==> src/rtl/beep_pkg.sv <==
// Shared definitions for the buzzer burst generator.
// Holds the FSM state encoding, the default timing constants at a 25 MHz clock
// and the clock frequency, which the key debouncer also uses.
package beep_pkg;

  localparam int CLK_HZ        = 25_000_000;
  localparam int TONE_HALF_DEF = 6250;       // 2 kHz tone
  localparam int ON_CYC_DEF    = 2_500_000;  // 100 ms beep
  localparam int OFF_CYC_DEF   = 2_500_000;  // 100 ms gap

  typedef enum logic [1:0] {
    IDLE = 2'd0,
    ON   = 2'd1,
    OFF  = 2'd2
  } beep_state_e;

  // Counter width for a 0..n-1 counter, never narrower than one bit.
  function automatic int cnt_w(input int n);
    return (n > 1) ? $clog2(n) : 1;
  endfunction

endpackage

==> src/rtl/beep_tone.sv <==
// Tone divider for the buzzer.
// Ports:
//   clk, rst_n : clock, synchronous active-low reset
//   en         : the coming cycle is a tone (ON) cycle
//   clr        : the coming cycle is the first of a beep; restart in the active phase
//   phase      : registered buzzer level (0 = driven, 1 = silent); idle high
module beep_tone
  import beep_pkg::*;
#(
  parameter int TONE_HALF = TONE_HALF_DEF
) (
  input  logic clk,
  input  logic rst_n,
  input  logic en,
  input  logic clr,
  output logic phase
);

  localparam int TW = cnt_w(TONE_HALF);
  localparam logic [TW-1:0] LAST = TW'(TONE_HALF - 1);

  logic [TW-1:0] cnt;

  // en/clr are driven from the FSM's next state, so phase is already the
  // right level for the cycle in which the FSM sits in ON.
  always_ff @(posedge clk) begin
    if (!rst_n) begin
      cnt   <= '0;
      phase <= 1'b1;
    end else if (clr) begin
      cnt   <= '0;
      phase <= 1'b0;
    end else if (en) begin
      if (cnt == LAST) begin
        cnt   <= '0;
        phase <= ~phase;
      end else begin
        cnt <= cnt + 1'b1;
      end
    end else begin
      cnt   <= '0;
      phase <= 1'b1;
    end
  end

endmodule

==> src/rtl/beep_gen.sv <==
// Piezo buzzer burst generator: one request pulse plays 1..7 timed beeps.
// Ports:
//   clk, rst_n : clock, synchronous active-low reset
//   beep_req   : one-cycle start pulse (ignored while busy)
//   beep_num   : beep count sampled with beep_req, 0 plays one beep
//   beep_stop  : one-cycle abort, wins over beep_req
//   buzzer     : registered, active-low buzzer pin, idle high
//   busy       : registered, high for the whole burst
module beep_gen
  import beep_pkg::*;
#(
  parameter int TONE_HALF = TONE_HALF_DEF,
  parameter int ON_CYC    = ON_CYC_DEF,
  parameter int OFF_CYC   = OFF_CYC_DEF
) (
  input  logic       clk,
  input  logic       rst_n,
  input  logic       beep_req,
  input  logic [2:0] beep_num,
  input  logic       beep_stop,
  output logic       buzzer,
  output logic       busy
);

  localparam int DW = cnt_w((ON_CYC > OFF_CYC) ? ON_CYC : OFF_CYC);
  localparam logic [DW-1:0] ON_LAST  = DW'(ON_CYC - 1);
  localparam logic [DW-1:0] OFF_LAST = DW'(OFF_CYC - 1);

  beep_state_e   state, state_d;
  logic [DW-1:0] dur, dur_d;
  logic [2:0]    rem, rem_d;
  logic          tone_en, tone_clr;

  always_ff @(posedge clk) begin
    if (!rst_n) begin
      state <= IDLE;
      dur   <= '0;
      rem   <= '0;
      busy  <= 1'b0;
    end else begin
      state <= state_d;
      dur   <= dur_d;
      rem   <= rem_d;
      busy  <= (state_d != IDLE);
    end
  end

  always_comb begin
    state_d = state;
    dur_d   = '0;
    rem_d   = rem;
    unique case (state)
      IDLE: begin
        rem_d = '0;
        if (beep_req) begin
          rem_d   = (beep_num == 3'd0) ? 3'd1 : beep_num;
          state_d = ON;
        end
      end
      ON: begin
        if (dur == ON_LAST) begin
          rem_d   = rem - 3'd1;
          state_d = (rem == 3'd1) ? IDLE : OFF;
        end else begin
          dur_d = dur + 1'b1;
        end
      end
      OFF: begin
        if (dur == OFF_LAST) state_d = ON;
        else                 dur_d   = dur + 1'b1;
      end
      default: state_d = IDLE;
    endcase
    // Abort overrides everything, including a simultaneous request.
    if (beep_stop) begin
      state_d = IDLE;
      dur_d   = '0;
      rem_d   = '0;
    end
  end

  // Tone restarts in the active phase on every entry to ON.
  assign tone_en  = (state_d == ON);
  assign tone_clr = (state_d == ON) && (state != ON);

  beep_tone #(
    .TONE_HALF(TONE_HALF)
  ) u_tone (
    .clk  (clk),
    .rst_n(rst_n),
    .en   (tone_en),
    .clr  (tone_clr),
    .phase(buzzer)
  );

endmodule

==> config.mk <==
export PLATFORM = sky130hd
export DESIGN_NAME = beep_gen
export DESIGN_NICKNAME = d
export VERILOG_FILES = /design/src/rtl/beep_pkg.sv /design/src/rtl/beep_tone.sv /design/src/rtl/beep_gen.sv
export SDC_FILE = /design/constraint.sdc
export NUM_CORES = 1
export LEC_CHECK = 0
export ABC_CLOCK_PERIOD_IN_PS = 4000
export BUFFER_PORTS_ARGS = -buffer_cell sky130_fd_sc_hd__buf_4
export CAP_MARGIN = 5
export CORE_MARGIN = 4
export CORE_UTILIZATION = 60
export DETAILED_ROUTE_END_ITERATION = 16
export GPL_ROUTABILITY_DRIVEN = 0
export PLACE_DENSITY_LB_ADDON = 0.3
export SYNTH_ARGS = -nofsm -noshare
export SYNTH_HDL_FRONTEND = slang
export SYNTH_SLANG_ARGS = --single-unit
==> constraint.sdc <==
create_clock -name clk -period 4 [get_ports clk]
set_clock_uncertainty 0.2 [all_clocks]
set_input_delay 0.2 -clock clk [delete_from_list [all_inputs] [get_ports clk]]
set_output_delay 0.2 -clock clk [all_outputs]
set_load 0.01 [all_outputs]
==> results of run 1 <==
[metrics by stage]
| step | hold WS [ps] | power [W] |
|---|---|---|
| 2_1_floorplan | 226 | 0.000460 |
| 4_1_cts | 63.0 | 0.000743 |
| 3_5_place_dp | 249 | 0.000471 |
| 5_1_grt | 110 | 0.000765 |
| 6_report | 70.0 | 0.000734 |
| 3_3_place_gp | 248 | 0.000470 |
[placed cells by master, fill, tap and decap left out, types with 2 or more instances in the layout]
cell / instances
nor3_2: 8
nor2_1: 30
xnor2_1: 19
dfxtp_1: 42
clkbuf_8: 5
nand4_1: 6
inv_1: 10
nor3_1: 6
nor4_1: 3
nor4_2: 2
and2_1: 4
ha_1: 9
buf_4: 8
and4_1: 8
xor2_1: 13
nand4b_1: 2
nand3b_1: 4
nor4b_2: 3
nand2_1: 24
a31oi_1: 3
nand3_1: 19
o21ai_0: 7
a21oi_1: 2
or3_1: 2
[worst register-to-register path, delay by kind of cell (launching register included)]
family,cells,cell delay (ps)
AND/OR/NAND/NOR,5,1600
flip-flops,1,380
[cells by family (layout without fill, tap and decap cells)]
| logic type | Yosys count | in the layout | synth area share (%) |
|---|---|---|---|
| xor gates and xnor gates | 32 | 32 | 12.2 |
| and+or+nand+nor | 131 | 131 | 34.1 |
| AOI/OAI and AO/OA | 21 | 21 | 6.77 |
| buffers and inverters | 21 | 27 | 4.86 |
| adders and majority gates | 9 | 9 | 4.92 |
| DFF | 42 | 42 | 36.7 |
| muxes | 1 | 1 | 0.437 |
[flip-flops by register name (all words and copies together) (netlist names)]
name,flops
rem,3
state,2
u_tone.phase,1
busy,1
u_tone.cnt,13
dur,22
[per-layer routing]
| metal | up-vias | share of wire [%] | routed length [um] | track usage [%] |
|---|---|---|---|---|
| met2 | 32 | 47 | 1900 | 31.0 |
| met3 | 5 | 3.4 | 140 | 3.91 |
| met1 | 818 | 49 | 1990 | 22.7 |
| met4 | 0 | 1.2 | 47 | 5.11 |
| li1 | 900 | - | - | - |
| met5 | - | 0 | 0 | 0 |
[layout make-up]
| cell class | count | area [um2] |
|---|---|---|
| clock buffer | 5 | 68.8 |
| clock inverter | 3 | 21.3 |
| fill | 322 | 1260 |
| inverter | 11 | 41.3 |
| multi-input combinational | 194 | 1340 |
| sequential | 42 | 841 |
| tap | 48 | 60.1 |
| timing repair buffer | 8 | 60.1 |
[power by group through the flow]
stage	combinational [W]	clock, W	sequential, W
after floorplan	0.0000261	0	0.000434
final	0.0000368	0.000273	0.000424
after CTS	0.0000371	0.000282	0.000424
after global placement	0.0000364	0	0.000434
after detailed placement	0.0000368	0	0.000434
after global routing	0.0000418	0.000299	0.000425
[final timing paths]
path	endpoint	slack, ps
hold reg to reg	dur[0]$_SDFF_PP0_	260
hold / removal	rem[0]$_SDFFE_PP0P_	70
setup / recovery	dur[3]$_SDFF_PP0_	1680
setup reg to reg	dur[3]$_SDFF_PP0_	1680
==> flow_summary.toml, run 1 <==
[floorplanning]
fp.dieW_um = 69.8
coreArea_mm2 = 0.00369
die_h_um = 69.8
start_util_pct = 62.1
ios = 9
rows = 22
die-area_mm2 = 0.00487

[logic_synthesis]
ys_ff_latch = 42
yosys.area.top_type_share_pct = 36.7
ys.flop_type = "dfxtp_1"
synth_cell_types = 47
synthMostInstantiatedCell = "dfxtp_1"
async_flop_share_pct = 0
synth-edff-count = 0
yosys_warnings = 0
avgSynthCellArea_um2 = 8.91
yosys-top-cells-area = "dfxtp_1 37%, xnor2_1 7.3%, xor2_1 5.0%"
ys_seq_area_share_pct = 36.7
synth_cells = 257
synthesis.area_mm2 = 0.00229
synth_commonest_cells = "42 x dfxtp_1, 30 x nor2_1, 24 x nand2_1, 19 x nand3_1, 19 x xnor2_1"
synth_top_cell_by_area = "dfxtp_1"
synth_nets = 273

[power]
clockPowerShare_pct = 37.2
p_leak_nw = 0.780
power_switching_share_pct = 23.8
intPower_w = 0.000559
p_sw_w = 0.000174
p_comb_share_pct = 5.0
p_seq_share_pct = 57.8
worst_ir_drop_vdd_mv = 0.235
power.density_mw_per_mm2 = 302

[flow_run]
maxCapViolCount = 0

[layout]
antenna_cells = 0
drive_gt1_share_pct = 13.3
post-route-util_pct = 65.9
syn_to_final_growth_pct = 6.12
fin_area_mm2 = 0.00243
stdcell_count = 311
num-nets-final = 278

[clocking]
cts_tree = "done"
clock_latency_ps = 300
cts-root-buf = "clkbuf_8"
ctsLongestPathBuffers = 2
cts.sink_count = 42
cts_resized = 0
htree_num_levels = 2
postCtsSetupRepairBufs = 0
numCtsBuffers = 5
holdBufCountCts = 0
clk_pin_slew_worst_paths_ps = 80

[critical_path]
cp.arrival_ps = 2280
required_ps = 3950
cp_max_fo = 22
path_buf_inv = 0
cp_num_cells = 5
r2r_start = "dur[15]$_SDFF_PP0_"
crit_path_start = "dur[15]$_SDFF_PP0_"
reg2reg_depth = 5
crit_family = "simple AND/OR/NAND/NOR gates"
start_kind = "flop"
worstSetupEndpointType = "flop"
slowest_delay_ps = 620
path_class = "reg -> reg"
crit_path_cell_trace = "nor4b_2 -> and4_1 -> nand2_1 -> nand3_1 -> nor2_1"
slowest_stage = "nand3_1"

[placed_design]
placed_cells = 303
place_area_mm2 = 0.00234
dpl_worst_slack_ps = 1660
io_buffers = 8
dp_hpwl_um = 2850

[timing]
max_freq_ghz = 0.431
drv_slew = 0
rsz0062_at_grt = "false"
fin_crit_ps = 2320
setup_viol = 0
setup_tns_ps = 0
post-route-period-util_pct = 58.1
max_slew_margin_pct = 46.4
worst_slew_pin_slew_ps = 801
finalHoldViolations = 0
setup_ws_ps = 1680

[drt]
via_count = 1755
drc = 0
dr.pass1.iters = 4
wl_per_cell_um = 13.1
first_iter_violations = 144
ant_nets = 0
drt-total-wl_um = 4080
routed_via_density = 5.64

[grt]
grt_pass1_wl_um = 7400
grt_max_degree = 23
grt_pass1_vias = 1726
antenna_found_initial = 0
grt_usage_pct = 18.1
gr-total-overflow = 0

[worst_hold_path]
hp-class = "in -> reg"
holdPathStages = 3
min-delay-start = "beep_stop"

[outcome]
status = "finished, final reports clean"
No activity file was read; power rests on OpenSTA's default activity.
==> run 2, diff against run 1 <==
Settings changed: ABC_CLOCK_PERIOD_IN_PS 4000 to 2300.
Clock period 4 ns to 2.3 ns, I/O delays scaled along.
==> flow_summary.toml, run 2 (synthesis gave the netlist of run 1 again) <==
[critical_path]
rrSetupSlack_ps = 170
cp_max_fo = 13
cp.arrival_ps = 2150
worstSetupEndpointType = "flop"
start_kind = "flop"
slowest_delay_ps = 370
crit_path_cell_trace = "ha_1 -> and4_1 -> and2_4 -> a21o_1 -> nand2_2 -> nor4_1"
r2r_end = "u_tone.cnt[1]$_SDFF_PP0_"
r2r_start = "dur[0]$_SDFF_PP0_"
required_ps = 2320
slowest_stage = "dfxtp_1"
reg2reg_depth = 6
path_class = "reg -> reg"

[power]
p_seq_share_pct = 48.0
p_sw_w = 0.000308
power.density_mw_per_mm2 = 601
clockPowerShare_pct = 47.2
p_leak_nw = 0.852
p_comb_share_pct = 4.8
power_switching_share_pct = 20.0
worst_ir_drop_vdd_mv = 0.362
intPower_w = 0.00123

[layout]
nFillCells = 286
fin_area_mm2 = 0.00256
stdcell_count = 319
largest_reg_flops = 22
seq_area_um2 = 841
multiInputGateArea_mm2 = 0.00134
syn_to_final_growth_pct = 11.7
reg_top3 = "dur: 22 flops, u_tone.cnt: 13 flops, rem: 3 flops"
num-nets-final = 286
final_cell_mix = "42 x dfxtp_1, 30 x nor2_1, 24 x nand2_1"
regMostFlops = "dur"
antenna_cells = 0
final_common_cell = "dfxtp_1"
drive_gt1_share_pct = 15.5

[clocking]
htree_num_levels = 2
clock_latency_ps = 310
clk_pin_slew_worst_paths_ps = 80
postCtsSetupRepairBufs = 0
cts-root-buf = "clkbuf_8"
cts_tree = "done"
ctsLongestPathBuffers = 2
numCtsBuffers = 5
cts.sink_count = 42

[flow_run]
maxCapViolCount = 0

[drt]
first_iter_violations = 149
via_count = 1753
wl_per_cell_um = 13.4
drt-total-wl_um = 4280
routed_via_density = 5.50
drc = 0
ant_nets = 0
dr.pass1.iters = 4

[timing]
finalHoldViolations = 0
drv_slew = 0
max_freq_ghz = 0.469
setup_ws_ps = 166
setup_viol = 0
setup_tns_ps = 0
fin_crit_ps = 2130
max_slew_margin_pct = 71.4
rsz0062_at_grt = "false"
worst_slew_pin_slew_ps = 427
post-route-period-util_pct = 92.8

[outcome]
status = "finished, final reports clean"

[grt]
grt_pass1_vias = 1627
grt_max_degree = 23
grt_pass1_wl_um = 7370
gr-total-overflow = 0
grt_usage_pct = 18.7
antenna_found_initial = 0

[placed_design]
dpl_worst_slack_ps = 180
placed_cells = 310
place_area_mm2 = 0.00241
dp_hpwl_um = 2910
io_buffers = 8

[worst_hold_path]
hp-class = "in -> reg"
worstHoldEndpoint = "rem[1]$_SDFFE_PP0P_"
min-delay-start = "beep_num[1]"
holdPathStages = 5

[floorplanning]
fp.dieW_um = 69.8
rows = 22
die-area_mm2 = 0.00487
coreArea_mm2 = 0.00369
ios = 9
die_h_um = 69.8
start_util_pct = 62.1
[run 2: changes by cell type in the layout (fill, tap and decap cells not counted), sizes merged]
cell         delta
buf             +7
bufinv          +2
clkbuf          +1
clkinv          -2
clkinvlp        -1
dlygate4sd3     +1
[run 2: worst max path at each step]
| stage | startpoint | endpoint | slack, ps |
|---|---|---|---|
| after floorplan | dur[0]$_SDFF_PP0_ | u_tone.phase$_SDFFE_PN1P_ | 260 |
| after global placement | dur[15]$_SDFF_PP0_ | u_tone.cnt[1]$_SDFF_PP0_ | 290 |
| after detailed placement | dur[0]$_SDFF_PP0_ | u_tone.cnt[1]$_SDFF_PP0_ | 180 |
| after CTS | dur[0]$_SDFF_PP0_ | u_tone.cnt[1]$_SDFF_PP0_ | 140 |
| after global routing | dur[0]$_SDFF_PP0_ | u_tone.cnt[0]$_SDFF_PP0_ | 8 |
| final | dur[0]$_SDFF_PP0_ | u_tone.cnt[1]$_SDFF_PP0_ | 170 |
[run 2: area by class of cell]
type	count	share of cell area, %
clock buffers	6	3.23
clock inverters	2	2.35
inverters	11	1.61
multi-input cells	194	52.3
flip-flops and latches	42	32.9
well taps	48	2.35
repair buffers	16	5.28
[run 2: per-layer routing]
| layer | track usage (%) | vias to the layer above | routed length (um) |
|---|---|---|---|
| met5 | 0 | - | 0 |
| met4 | 8.30 | 0 | 81 |
| met3 | 4.35 | 10 | 124 |
| met2 | 29.9 | 14 | 2030 |
| met1 | 24.0 | 817 | 2050 |
| li1 | - | 912 | - |
[run 2: repair_timing]
| item | CTS | global route |
|---|---|---|
| hold buffers | 1 | 0 |
| resized for setup | 0 | 0 |
| endpoints found under the hold margin | 1 | 0 |
[run 2: worst max-delay path: cells and delay by family, from the launching register on]
family	cells	cell delay, ps
adder cells (fa/ha/maj)	1	220
AO/OA/AOI/OAI	1	140
AND/OR/NAND/NOR	4	1120
flip-flops	1	370
[run 2: stage by stage]
step	hold WS [ps]	util, %	power [W]
after global placement	241	65.2	0.000825
after CTS	23.0	69.4	0.00155
final	26.9	69.4	0.00154
after global routing	50.5	69.4	0.00159
after detailed placement	252	65.2	0.000825
after floorplan	184	-	0.000800
[run 2: power by group through the flow]
stage	registers, W	clock network (W)	logic [W]
after floorplan	0.000754	0	0.0000454
after global placement	0.000755	0	0.0000708
after detailed placement	0.000755	0	0.0000707
after CTS	0.000738	0.000743	0.0000731
after global routing	0.000739	0.000770	0.0000818
final	0.000738	0.000726	0.0000732
